--- src/rtl/mem_dump_engine.sv ---
// mem_dump_engine: streams one EBR block word by word to the UART TX byte interface, high byte first.
// Optional feature macro DUMP_CHECKSUM_EN appends the 16-bit modulo sum of all words, high byte first.
module mem_dump_engine #(
  parameter int unsigned MEM_SELECT_BITS = 5,
  parameter int unsigned WORDS           = 256
) (
  input  logic                       clk,
  input  logic                       resetn,
  input  logic                       start,
  input  logic [MEM_SELECT_BITS-1:0] block_sel,
  output logic [MEM_SELECT_BITS-1:0] mem_select,
  output logic [7:0]                 mem_addr,
  output logic                       rd_en,
  input  logic [15:0]                mem_out,
  output logic [7:0]                 tx_data,
  output logic                       tx_valid,
  input  logic                       tx_ready,
  output logic                       busy,
  output logic                       done
);

  localparam int unsigned CNT_W = (WORDS > 1) ? $clog2(WORDS) : 1;
  localparam logic [CNT_W-1:0] LAST_WORD = CNT_W'(WORDS - 1);

  typedef enum logic [2:0] {
    IDLE,
    READ,
    CAPTURE,
    SEND_HI,
    SEND_LO,
`ifdef DUMP_CHECKSUM_EN
    CSUM_HI,
    CSUM_LO,
`endif
    FINISH
  } state_t;

  state_t           state;
  logic [CNT_W-1:0] cnt;
  logic [7:0]       word_lo;
`ifdef DUMP_CHECKSUM_EN
  logic [15:0]      csum;
`endif

  // Only the low byte needs storing: the high byte goes straight from mem_out to tx_data.
  always_ff @(posedge clk or negedge resetn) begin
    if (!resetn) begin
      state      <= IDLE;
      cnt        <= '0;
      word_lo    <= '0;
      mem_select <= '0;
      mem_addr   <= '0;
      rd_en      <= 1'b0;
      tx_data    <= '0;
      tx_valid   <= 1'b0;
      busy       <= 1'b0;
      done       <= 1'b0;
`ifdef DUMP_CHECKSUM_EN
      csum       <= '0;
`endif
    end else begin
      rd_en <= 1'b0;
      done  <= 1'b0;
      unique case (state)
        IDLE: begin
          if (start) begin
            mem_select <= block_sel;
            cnt        <= '0;
            mem_addr   <= '0;
            rd_en      <= 1'b1;
            busy       <= 1'b1;
`ifdef DUMP_CHECKSUM_EN
            csum       <= '0;
`endif
            state      <= READ;
          end
        end
        READ: state <= CAPTURE;
        CAPTURE: begin
          word_lo  <= mem_out[7:0];
`ifdef DUMP_CHECKSUM_EN
          csum     <= csum + mem_out;
`endif
          tx_data  <= mem_out[15:8];
          tx_valid <= 1'b1;
          state    <= SEND_HI;
        end
        SEND_HI: begin
          if (tx_ready) begin
            tx_data <= word_lo;
            state   <= SEND_LO;
          end
        end
        SEND_LO: begin
          if (tx_ready) begin
            if (cnt == LAST_WORD) begin
`ifdef DUMP_CHECKSUM_EN
              tx_data  <= csum[15:8];
              state    <= CSUM_HI;
`else
              tx_valid <= 1'b0;
              done     <= 1'b1;
              state    <= FINISH;
`endif
            end else begin
              cnt      <= cnt + CNT_W'(1);
              mem_addr <= 8'(cnt + CNT_W'(1));
              rd_en    <= 1'b1;
              tx_valid <= 1'b0;
              state    <= READ;
            end
          end
        end
`ifdef DUMP_CHECKSUM_EN
        CSUM_HI: begin
          if (tx_ready) begin
            tx_data <= csum[7:0];
            state   <= CSUM_LO;
          end
        end
        CSUM_LO: begin
          if (tx_ready) begin
            tx_valid <= 1'b0;
            done     <= 1'b1;
            state    <= FINISH;
          end
        end
`endif
        FINISH: begin
          busy  <= 1'b0;
          state <= IDLE;
        end
        default: state <= IDLE;
      endcase
    end
  end

endmodule

--- config.mk ---
export PLATFORM = sky130hd
export DESIGN_NAME = mem_dump_engine
export DESIGN_NICKNAME = d
export VERILOG_FILES = /design/src/rtl/mem_dump_engine.sv
export SDC_FILE = /design/constraint.sdc
export NUM_CORES = 1
export LEC_CHECK = 0
export BUFFER_PORTS_ARGS = -buffer_cell sky130_fd_sc_hd__buf_2
export CORE_MARGIN = 4
export CORE_UTILIZATION = 50
export CTS_BUF_LIST = sky130_fd_sc_hd__clkbuf_8
export DETAILED_ROUTE_END_ITERATION = 7
export PLACE_DENSITY = 0.78
export SLEW_MARGIN = 10
export SYNTH_ARGS = -nofsm -noshare
export SYNTH_HDL_FRONTEND = slang
export SYNTH_SLANG_ARGS = --single-unit
--- constraint.sdc ---
create_clock -name clk -period 2.55 [get_ports clk]
set_clock_uncertainty 0.2 [all_clocks]
set_input_delay 0.1275 -clock clk [delete_from_list [all_inputs] [get_ports clk]]
set_output_delay 0.1275 -clock clk [all_outputs]
set_load 0.1 [all_outputs]
# After elaboration in Yosys (flattened, before gate mapping)
# Index checks and enable logic that the tools add are counted.
dict set report op_classes {
  addsub 1
  n_eq_ne 10
  n_mux 22
  reduce_logical 11
}
# operator n
set ops {}
lappend ops {{two-way mux 8 bit} 4}
lappend ops {{one-hot mux 8 bit (2 select lines)} 2}
lappend ops {{one-hot mux 3 bit (5 select lines)} 1}
lappend ops {{two-way mux 3 bit} 4}
lappend ops {{adder 8 x 1 -> 8 bit, second input constant} 1}
lappend ops {{== test 8 bit, second input constant} 1}
lappend ops {{two-way mux 1 bit} 8}
lappend ops {{inequality test 2 bit, second input constant} 4}
lappend ops {{AND reduction 2 bit} 4}
lappend ops {{nonzero test 2 bit} 4}
lappend ops {{== test 3 x 2 -> 1 bit, second input constant} 2}
lappend ops {{== test 3 bit, second input constant} 2}
lappend ops {{one-hot mux 1 bit (2 select lines)} 3}
lappend ops {{AND reduction 4 bit} 1}
lappend ops {{== test 3 x 1 -> 1 bit, second input constant} 1}
lappend ops {{logical NOT 3 bit} 1}
lappend ops {{AND reduction 3 bit} 1}
dict set report totals {
  in_bits 25
  ff_bits 36
  word_cells 53
  output_inout_bits 25
}

# Longest topological paths before layout
dict set report logic_depth {
  word_depth 4
  depth_mapped 6
}

# Least setup slack after synthesis
# No wires, ideal clock.
dict set report synth_timing {
  kind {register to register}
  start {reg cnt[4]}
  end {reg cnt[5]}
  setup_ns 0.174
  period_less_slack_ns 2.242
  arrival_time_ns 1.867
  setup_slack_ns 0.308
  required_time_ns 2.176
  path_stages_with_launch 5
  cell_sequence {dfrtp_1 and4_4 a41oi_2 a41oi_1 a31oi_1}
}
dict set report synth_via {
  elab_chain_len 4
  word_cells_on_any_way 7
  classes_between {1 x add/sub; 2 x eq/ne; 3 x mux; 1 x reduce/logical}
}
# element line
set synth_lines {}
lappend synth_lines {{from (decl)} 39} ;# logic [CNT_W-1:0] cnt;
lappend synth_lines {{from (signal assigned)} 106} ;# cnt <= cnt + CNT_W'(1);
lappend synth_lines {{adder 8 x 1 -> 8 bit} 106}
lappend synth_lines {{two-way mux 8 bit} 96} ;# if (cnt == LAST_WORD) begin
lappend synth_lines {{two-way mux 8 bit} 95} ;# if (tx_ready) begin
lappend synth_lines {{one-hot mux 8 bit (2 select lines)} 64} ;# unique case (state)
# Several ways; a longest one is shown, not always the timed one. The select of a mux whose other input is x is not followed.
# A chain may end at the register's enable or synchronous reset.

# Worst setup path after layout
dict set report layout_timing {
  start {reg state[0]}
  end {reg tx_data[4]}
}
dict set report layout_via {
  elab_chain_len 3
  word_cells_on_any_way 6
  classes_between {3 x eq/ne; 1 x mux; 2 x reduce/logical}
}
# element line
set layout_lines {}
lappend layout_lines {{from (decl)} 38} ;# state_t state;
lappend layout_lines {{from (signal assigned)} 48} ;# state <= IDLE;
lappend layout_lines {{from (signal assigned)} 75} ;# state <= READ;
lappend layout_lines {{from (signal assigned)} 78} ;# READ: state <= CAPTURE;
lappend layout_lines {{== test 3 x 2 -> 1 bit} 64}
lappend layout_lines {{inequality test 2 bit (no source line) or nonzero test 2 bit (tied branches)} --}
lappend layout_lines {{AND reduction 2 bit (no source line)} --}
lappend layout_lines {{to (signal assigned)} 84} ;# tx_data <= mem_out[15:8];
lappend layout_lines {{to (signal assigned)} 90} ;# tx_data <= word_lo;
lappend layout_lines {{to (decl)} 15} ;# output logic [7:0] tx_data,
# Several ways; a longest one is shown, not always the timed one.

==> impl_metrics.ini <==
[run_status]
status = finished, final reports clean

[clock_tree]
cts.sinks = 36
h-tree-depth = 2
clkSlewWorstSetupHoldPaths_ns = 0.07
clk_latency_ns = 0.28
clock_path_buffers = 2
tritoncts = done
cts_root_buf = clkbuf_8
cts_buffers = 5

[timing]
max_freq_mhz = 531.6
whs_ns = 0.04178
layout_min_cycle_time_ns = 1.881
rsz0062_at_grt = no
maxSlewViolCount = 0
setup_violations = 0
hold_violations = 0
post-route-period-util = 0.7377
maxSlewHeadroom = 0.4364
fin_tns_setup_ns = 0
worstMarginPinSlew_ns = 0.8398

[power_and_ir_drop]
p_per_area_nw_per_um2 = 1392
p_int_w = 0.001425
seqPwrFrac = 0.310
swShare = 0.5404
switchingPower_w = 0.001676
combPwrFrac = 0.553
clock_power_share = 0.137
ir_worst_vdd_mv = 0.7435
finalPower_w = 0.003101
leakage_nw = 1.114

[routing]
wire_per_inst_um = 15.30
vias = 1399
drt-vias-per-instance = 5.240
drc = 0
ant_nets = 0
drtIter0Drc = 141
drt-total-wl_um = 4086
drt_pass1_iterations = 4

[min_path]
hold_class = in -> reg

[setup_path]
cp.arrival_ns = 1.80
r2r_setup_slack_ns = 0.67
crit_path_start_kind = register
cp_max_fo = 16
criticalPathCategory = reg -> reg
cp-startpoint = state[0]
worst_setup_path_end_kind = register
r2r-end = tx_data[4]
crit_path_end = tx_data[4]
required_ns = 2.47
worstRegToRegCells = 3
r2r_start = state[0]

[global_routing]
met2_usage = 0.3565
grtUsageMet3 = 0.06667
grt_pass1_wl_um = 6803
grt_max_degree = 37
grt_pass1_vias = 1412
grt-busiest-layer = met2
grt_overflow = 0
gr-usage-met1 = 0.2464
grt_usage = 0.2145
antenna_found_initial = 0

[synth]
yosysWarnings = 0
synth-seq-area-share = 0.5484
synth_cell_types = 36
synth_common_cells = 36 x dfrtp_1, 28 x nand2_1, 12 x o21ai_0
yosysMostFrequentCell = dfrtp_1
synth_top_area_frac = 0.5484
synth_edf_count = 0
synth_flop_cell = dfrtp_1
netlist_instances = 150
avgSynthCellArea_um2 = 10.95
synth_area_um2 = 1643
syn_nets = 176
synth.area.top_cells = dfrtp_1 55%, nand2_1 6.4%, mux2_2 5.5%
async_flop_share = 1.000
synth_seq_cells = 36
yosys.area.top_type = dfrtp_1

[floorplan]
dieWidth_um = 65.32
initial_core_util = 0.5294
fp.dieH_um = 65.32
ios = 50
die_area_um2 = 4267
num_rows = 20
fp.coreArea_um2 = 3103

[placed_design]
hpwl_um = 2590
place_congestion = 0.8109
numPortBuffers = 49
dpl_cell_area_um2 = 1912

[cells_and_area]
antennaDiodeCount = 0
area_delta_synth_final_pct = 35.64
fin_area_um2 = 2228
nFillCells = 244
drive_above_1_share = 0.3318
final_nets = 249

[flow_run]
maxCapViolations = 0
-- placed cells by master, fill, tap and decap left out, types with 3 or more instances in the layout --
cell type | synthesis | final
dlygate4sd3_1 | 0 | 22
mux2i_1 | 8 | 8
mux2_2 | 8 | 8
and3_1 | 3 | 3
nand3_1 | 7 | 7
nor2_1 | 5 | 5
clkbuf_8 | 0 | 7
buf_2 | 4 | 49
dfrtp_1 | 36 | 36
a21oi_1 | 5 | 5
nand2_1 | 28 | 28
inv_1 | 4 | 4
o21ai_0 | 12 | 12
-- critical path, cell delays in order, from the launching register on --
cell     delay [ns]
dfrtp_1        0.49
inv_1          0.09
o21ai_1        0.68
o21ai_0        0.26
-- per-layer routing --
| metal | routed length [µm] | vias to the layer above | share of wire |
|---|---|---|---|
| met1 | 1638 | 648 | 0.40 |
| li1 | - | 679 | - |
| met4 | 159 | 0 | 0.039 |
| met3 | 249 | 12 | 0.061 |
| met5 | 0 | - | 0 |
| met2 | 2038 | 60 | 0.50 |
-- kinds of logic after synthesis --
group,count (synthesis),synth area share
AO/OA/AOI/OAI,32,0.1318
XOR/XNOR,1,0.005332
adder cells (fa/ha/maj),1,0.007615
buffers and inverters,9,0.02818
flip-flops,36,0.5484
multiplexers,16,0.1036
AND/OR/NAND/NOR,55,0.1752
-- power groups by stage --
stage	logic [W]	clock network, W	registers (W)
finish	0.00171	0.000425	0.000962
detailed placement	0.00168	0	0.000962
floorplan	0.000540	0	0.00183
global placement	0.00164	0	0.000946
CTS	0.00170	0.000433	0.000954
global route	0.00180	0.000467	0.000991
-- through the flow --
step / instances / worst slack, ns / util
after floorplan: 150 / 0.3085 / -
after global placement: 238 / 0.7887 / 0.6161
after detailed placement: 238 / 0.7203 / 0.6161
after CTS: 267 / 0.7157 / 0.7181
after global routing: 267 / 0.4957 / 0.7181
final: 267 / 0.6689 / 0.7181
-- registers in the layout (all words and copies together) (netlist names), 3 cells and up --
name	count
cnt	8
tx_data	8
word_lo	8
mem_select	5
state	3
-- worst min-delay path by stage --
stage / startpoint / to / slack (ns) / cells past startpoint
floorplan: resetn / busy / -0.37 / 0
global placement: resetn / done / 0.04 / 1
detailed placement: resetn / done / 0.04 / 1
CTS: tx_ready / state[2] / 0.02 / 2
global route: tx_ready / state[2] / 0.03 / 2
finish: tx_ready / state[2] / 0.04 / 2
-- cell type report --
class                           instances  area, µm²  share of cell area
Clock buffer                            7      96.34             0.04323
Multi-Input combinational cell        105      695.7              0.3122
Inverter                                4      15.01            0.006738
Sequential cell                        36      900.9              0.4043
Timing Repair Buffer                   71      465.4              0.2089
Tap cell                               44      55.05             0.02471
-- repair_timing --
action,in CTS,in global routing
hold buffers,22,0
resized for setup,0,0
setup endpoints to repair,0,0
endpoints found under the hold margin,57,0
setup buffers,0,0
Note: power is estimated with default switching activity, not from simulation.
